File: src/rtl/ram256x32_arbiter.sv
// Round-robin arbiter and access sequencer for two clients sharing one ram256x32 macro.
// Optional port-B write protection above PROT_BASE is compiled in with RAM_ARB_WPROT_EN.
`timescale 1ns/1ps
module ram256x32_arbiter #(
    parameter int         WAIT_CYCLES = 1,
    parameter logic [7:0] PROT_BASE   = 8'hF0
) (
    input  logic        clk,
    input  logic        rst,
    input  logic        req_a,
    input  logic        we_a,
    input  logic [7:0]  addr_a,
    input  logic [31:0] wdata_a,
    output logic        ack_a,
    output logic [31:0] rdata_a,
    input  logic        req_b,
    input  logic        we_b,
    input  logic [7:0]  addr_b,
    input  logic [31:0] wdata_b,
    output logic        ack_b,
    output logic [31:0] rdata_b,
    output logic        err_b,
    output logic        busy,
    output logic        ram_cs,
    output logic        ram_rw,
    output logic [7:0]  ram_adrs,
    output logic [31:0] ram_data_in,
    input  logic [31:0] ram_data_out
);

    typedef enum logic [1:0] {IDLE, SETUP, ACCESS, DONE} state_t;

    localparam logic [3:0] CNT_INIT = 4'(WAIT_CYCLES - 1);

    state_t     state;
    logic       rr_ptr;   // 0 = A has priority on a tie, 1 = B
    logic       win;      // 0 = A, 1 = B
    logic       we_l;
    logic       prot_l;
    logic [3:0] cnt;
    logic       grant_b;
    logic       prot_hit;

    always_comb begin
        grant_b = req_b && (!req_a || rr_ptr);
`ifdef RAM_ARB_WPROT_EN
        prot_hit = grant_b && we_b && (addr_b >= PROT_BASE);
`else
        prot_hit = 1'b0;
`endif
    end

    always_ff @(posedge clk or posedge rst) begin
        if (rst) begin
            state       <= IDLE;
            rr_ptr      <= 1'b0;
            win         <= 1'b0;
            we_l        <= 1'b0;
            prot_l      <= 1'b0;
            cnt         <= 4'd0;
            ram_cs      <= 1'b1;
            ram_rw      <= 1'b0;
            ram_adrs    <= 8'd0;
            ram_data_in <= 32'd0;
            ack_a       <= 1'b0;
            ack_b       <= 1'b0;
            err_b       <= 1'b0;
            rdata_a     <= 32'd0;
            rdata_b     <= 32'd0;
            busy        <= 1'b0;
        end else begin
            case (state)
                IDLE: begin
                    ram_cs <= 1'b1;
                    ram_rw <= 1'b0;
                    ack_a  <= 1'b0;
                    ack_b  <= 1'b0;
                    err_b  <= 1'b0;
                    if (req_a || req_b) begin
                        win         <= grant_b;
                        we_l        <= grant_b ? we_b : we_a;
                        ram_adrs    <= grant_b ? addr_b : addr_a;
                        ram_data_in <= grant_b ? wdata_b : wdata_a;
                        prot_l      <= prot_hit;
                        ram_cs      <= 1'b0;
                        busy        <= 1'b1;
                        state       <= SETUP;
                    end
                end
                SETUP: begin
                    // Strobe write only after a full cycle of address setup.
                    ram_rw <= we_l && !prot_l;
                    cnt    <= CNT_INIT;
                    state  <= ACCESS;
                end
                ACCESS: begin
                    if (cnt == 4'd0) begin
                        // rw drops with cs here; address/data stay put through DONE for hold.
                        ram_cs <= 1'b1;
                        ram_rw <= 1'b0;
                        if (!we_l) begin
                            if (win) rdata_b <= ram_data_out;
                            else     rdata_a <= ram_data_out;
                        end
                        ack_a <= !win;
                        ack_b <= win;
                        err_b <= prot_l;
                        state <= DONE;
                    end else begin
                        cnt <= cnt - 4'd1;
                    end
                end
                DONE: begin
                    ack_a  <= 1'b0;
                    ack_b  <= 1'b0;
                    err_b  <= 1'b0;
                    busy   <= 1'b0;
                    rr_ptr <= !win;
                    state  <= IDLE;
                end
                default: state <= IDLE;
            endcase
        end
    end

endmodule

File: config.mk
export PLATFORM = sky130hd
export DESIGN_NAME = ram256x32_arbiter
export DESIGN_NICKNAME = d
export VERILOG_FILES = /design/src/rtl/ram256x32_arbiter.sv
export SDC_FILE = /design/constraint.sdc
export NUM_CORES = 1
export LEC_CHECK = 0
export CORE_ASPECT_RATIO = 1.75
export CORE_MARGIN = 2
export CORE_UTILIZATION = 38
export CTS_BUF_LIST = sky130_fd_sc_hd__clkbuf_8 sky130_fd_sc_hd__clkbuf_16
export CTS_CLUSTER_SIZE = 28
export DETAILED_ROUTE_END_ITERATION = 7
export HOLD_SLACK_MARGIN = 0.02
export PLACE_DENSITY = 0.8
export SYNTH_ARGS = -nofsm -noshare
export SYNTH_HDL_FRONTEND = slang
export SYNTH_SLANG_ARGS = --single-unit
File: constraint.sdc
create_clock -name clk -period 4.3 [get_ports clk]
set_input_delay 1.075 -clock clk [delete_from_list [all_inputs] [get_ports clk]]
set_output_delay 1.075 -clock clk [all_outputs]
set_load 0.03 [all_outputs]
Yosys cells after proc, flatten, opt, wreduce, memory -nomap -nowiden

Cells that the tools add are included.

Word-level logic and storage cells: 66
Bits of input ports: 118
Output and inout port bits: 110
Bits in registers: 119

Bitwise operators: 2
Multiplexer cells: 20
Reductions and logical operators: 22
Add/sub/neg operators: 1
Eq/ne operators: 6

Operators by type and width:

| operator              | number |
|---|---|
| $mux W32              | 1 |
| $reduce_and A2 Y1     | 7 |
| $pmux W1 S2           | 5 |
| $mux W8               | 1 |
| $pmux W2 S4           | 1 |
| $pmux W4 S2           | 1 |
| $reduce_and A4 Y1     | 2 |
| $reduce_bool A2 Y1    | 4 |
| $mux W1               | 7 |
| $ne A2 B2 Y1 const B  | 3 |
| $eq A2 B2 Y1 const B  | 2 |
| $logic_not A4 Y1      | 1 |
| $mux W2               | 2 |
| $mux W4               | 1 |
| $sub A4 B1 Y4 const B | 1 |
| $pmux W1 S3           | 1 |
| $reduce_bool A3 Y1    | 1 |
| $eq A2 B1 Y1 const B  | 1 |
| $logic_not A1 Y1      | 2 |
| $logic_not A2 Y1      | 1 |
| $logic_or A1 B1 Y1    | 2 |
| $not A1 Y1            | 2 |
| $reduce_or A2 Y1      | 1 |
| $logic_and A1 B1 Y1   | 1 |

Depth between registers and ports, before layout

Depth after elaboration: 4
Gate-level depth with buffers: 8
Gate-level depth less buffers: 5

Worst setup path before layout

No wires, ideal clock.

Kind: input-to-reg
Start point: in req_b
End point: reg ram_cs
Stages: 5
Slack: 2,118 ps
Library setup time: 79 ps
Arrival time: 2,103 ps
Buffers on the path: 2
Required time: 4,221 ps
Cell sequence: clkbuf_1 -> o21ai_1 -> clkbuf_1 -> o21ai_0 -> o21ai_0

Cells in the longest elaborated chain, start to end: 3

RTL lines:

| element              | line | source |
|---|---|---|
| start, declared      | 16   | `input logic req_b,` |
| $logic_or A1 B1 Y1   | 79   | `if (req_a \|\| req_b) begin` |
| $mux W1              | 79   |  |
| $pmux W1 S2          | 72   | `case (state)` |
| end signal, assigned | 74   | `ram_cs <= 1'b1;` |
| end signal, assigned | 85   | `ram_cs <= 1'b0;` |
| end signal, assigned | 99   | `ram_cs <= 1'b1;` |
| end, declared        | 24   | `output logic ram_cs,` |

Every way passes these cells.
A chain may end at the register's enable or synchronous reset.

Worst setup path after layout

Start point: reg ram_cs
End point: out ram_cs

RTL lines:

| element                | line | source |
|---|---|---|
| start signal, assigned | 61   | `ram_cs <= 1'b1;` |
| start signal, assigned | 74   |  |
| start signal, assigned | 85   |  |

No word-level cell between the ends.

==> results.json <==
{
  "grt_pass1_vias": 4644,
  "async_flop_share": 1.00,
  "ys_types": 36,
  "finalCritPeriodShare": 0.630,
  "min_path_type": "reg -> reg",
  "cp_top_family": "buffers and inverters",
  "dr.pass1.iters": 4,
  "antenna_found_initial": 0,
  "die_h_um": 159,
  "leakagePower_uw": 0.00339,
  "cts.sinks": 118,
  "fin_hold_ws_ps": 500,
  "finalWirelength_um": 14600,
  "slowest_delay_ps": 690,
  "drive_above_1_share": 0.164,
  "grt_max_degree": 65,
  "tns_ps": 0,
  "viasPerCell": 5.22,
  "die_area_um2": 14700,
  "detail-route-antenna-nets": 0,
  "finalPower_uw": 6830,
  "cts_buffers": 17,
  "dp_hpwl_um": 10600,
  "drt-initial-drc-count": 117,
  "coreArea_um2": 13400,
  "dr_wl_met2_um": 7620,
  "fmax_ghz": 0.369,
  "area_growth_pct": 55.6,
  "fin_worst_skew_ps": 9.86,
  "critPathBufInv": 1,
  "rsz0062_at_grt": "no",
  "irDropWorstVdd_uv": 413,
  "ys_seq_area_frac": 0.566,
  "maxSlewHeadroom": 0.488,
  "wl_per_cell_um": 17.3,
  "cts-root-buf": "clkbuf_16",
  "grt_usage": 0.202,
  "clkLatencyLatePin_ps": 400,
  "layout_commonest_cell": "clkdlybuf4s50_1",
  "fin_nets": 785,
  "grt_pass1_wl_um": 23500,
  "h-tree-depth": 4,
  "via_count": 4412,
  "cts_resized": 0,
  "ys_seq_elements": 118,
  "arrival_ps": 1630,
  "end_kind": "output port",
  "status": "complete, no violations",
  "overflow": 0,
  "postSynthAreaPerCell_um2": 11.8,
  "routed.top_layer": "met4",
  "p_per_area_nw_per_um2": 841,
  "crit_path_start_kind": "flop",
  "clk_pin_slew_ps": 50,
  "finalHoldViolCount": 0,
  "finalSetupViolCount": 0,
  "synth_area_um2": 5220,
  "ios": 228,
  "drc": 0,
  "initial_utilization": 0.390,
  "port_buffers": 226,
  "cp_slowest_cell": "clkdlybuf4s50_1",
  "synth_edf_count": 0,
  "route.met3.wl_um": 1180,
  "globalplace.congestion": 0.805,
  "synthFlopType": "dfrtp_1",
  "cts_setup_buffers": 0,
  "diodes": 0,
  "layout_min_cycle_time_ps": 2710,
  "cts_buffer_depth": 2,
  "cp.required_ps": 3220,
  "worstPathMaxFanout": 3,
  "final_cell_mix": "226 x clkdlybuf4s50_1, 117 x dfrtp_1, 48 x o21ai_0",
  "path_cells": "clkdlybuf4s50_1",
  "synthCells": 444,
  "maxSlewViolCount": 0,
  "dieWidth_um": 92.6,
  "ctsHoldBuffers": 0,
  "tightest_slew_ps": 768,
  "drv_cap": 0,
  "synth_nets": 568,
  "crit_type": "reg -> out",
  "wl_met1_um": 5500,
  "placementRows": 56,
  "cts_tree": "done",
  "yosys_warnings": 0
}
==> metal layers <==
metal / GRT usage / vias to the layer above
li1: - / 2020
met1: 0.219 / 2129
met2: 0.358 / 236
met3: 0.0653 / 27
met4: 0.0821 / 0
met5: 0 / -
==> where the power goes <==
| part | internal [µW] | switching [µW] |
|---|---|---|
| logic | 1620 | 1960 |
| clock network | 783 | 479 |
| registers | 1670 | 323 |
==> through the flow <==
step	instance area (µm²)	cells	setup WS [ps]	utilization
after floorplan	5220	444	97.5	-
after global placement	7590	816	1410	0.567
after detailed placement	7590	816	1290	0.567
after CTS	8120	845	1570	0.607
after global routing	8120	845	1530	0.607
final	8120	845	1590	0.607
==> final cells by class <==
class	instances	area [µm²]
Clock buffer	21	480
Clock inverter	8	52.6
Fill cell	1083	5260
Inverter	7	28.8
Multi-Input combinational cell	282	2050
Sequential cell	118	2950
Tap cell	174	218
Timing Repair Buffer	235	2340
==> worst paths after layout <==
path / from / cells after the start / slack, ps / end
setup reg to reg: state[0]$_DFFE_PP0P_ / 5 / 1800 / rdata_a[5]$_DFFE_PP0P_
max in group asynchronous: rst / 3 / 2360 / rdata_b[17]$_DFFE_PP0P_
min in group asynchronous: rst / 2 / 1140 / ram_data_in[3]$_DFFE_PP0P_
setup / recovery: ram_cs$_DFFE_PP1P_ / 1 / 1590 / ram_cs
hold reg to reg: rdata_b[2]$_DFFE_PP0P_ / 1 / 500 / rdata_b[2]$_DFFE_PP0P_
hold / removal: rdata_b[2]$_DFFE_PP0P_ / 1 / 500 / rdata_b[2]$_DFFE_PP0P_
==> flip-flops by register name, summed over array words and instances (netlist names), 2 cells and up <==
name / count
cnt: 4
ram_adrs: 8
ram_data_in: 32
rdata_a: 32
rdata_b: 32
state: 2
==> synthesized netlist by cell type (2+ instances only) <==
cell type | instances | share of area
nand4b_1 | 3 | 0.0050
nand2b_1 | 3 | 0.0036
mux2_4 | 30 | 0.086
mux2_2 | 35 | 0.076
ha_1 | 6 | 0.014
nand2_1 | 6 | 0.0043
nor2b_1 | 2 | 0.0024
inv_1 | 7 | 0.0050
o211ai_1 | 2 | 0.0029
a21oi_1 | 45 | 0.043
nand3_1 | 3 | 0.0029
o21ai_0 | 48 | 0.046
a31oi_1 | 41 | 0.049
buf_2 | 3 | 0.0029
nor2_1 | 43 | 0.031
buf_12 | 3 | 0.012
clkbuf_1 | 28 | 0.020
buf_4 | 2 | 0.0029
dfrtp_1 | 117 | 0.56
==> logic make-up (layout without fill, tap and decap cells) <==
| group | count (synthesis) | after routing | synth area share |
|---|---|---|---|
| adders and majority gates | 6 | 6 | 0.0144 |
| AOI/OAI and AO/OA | 142 | 142 | 0.150 |
| xor gates and xnor gates | 1 | 1 | 0.00168 |
| buffers and inverters | 44 | 271 | 0.0446 |
| DFF | 118 | 118 | 0.566 |
| and+or+nand+nor | 66 | 66 | 0.0590 |
| muxes | 66 | 66 | 0.164 |
| other | 1 | 1 | 0.000719 |
==> worst register-to-register path: stages (launching register included) <==
cell and delay [ps]:
dfrtp_1 420, inv_1 100, ha_1 530, nand2b_1 110, or4_4 790, mux2_4 430
No activity file was read; power rests on OpenSTA's default activity.
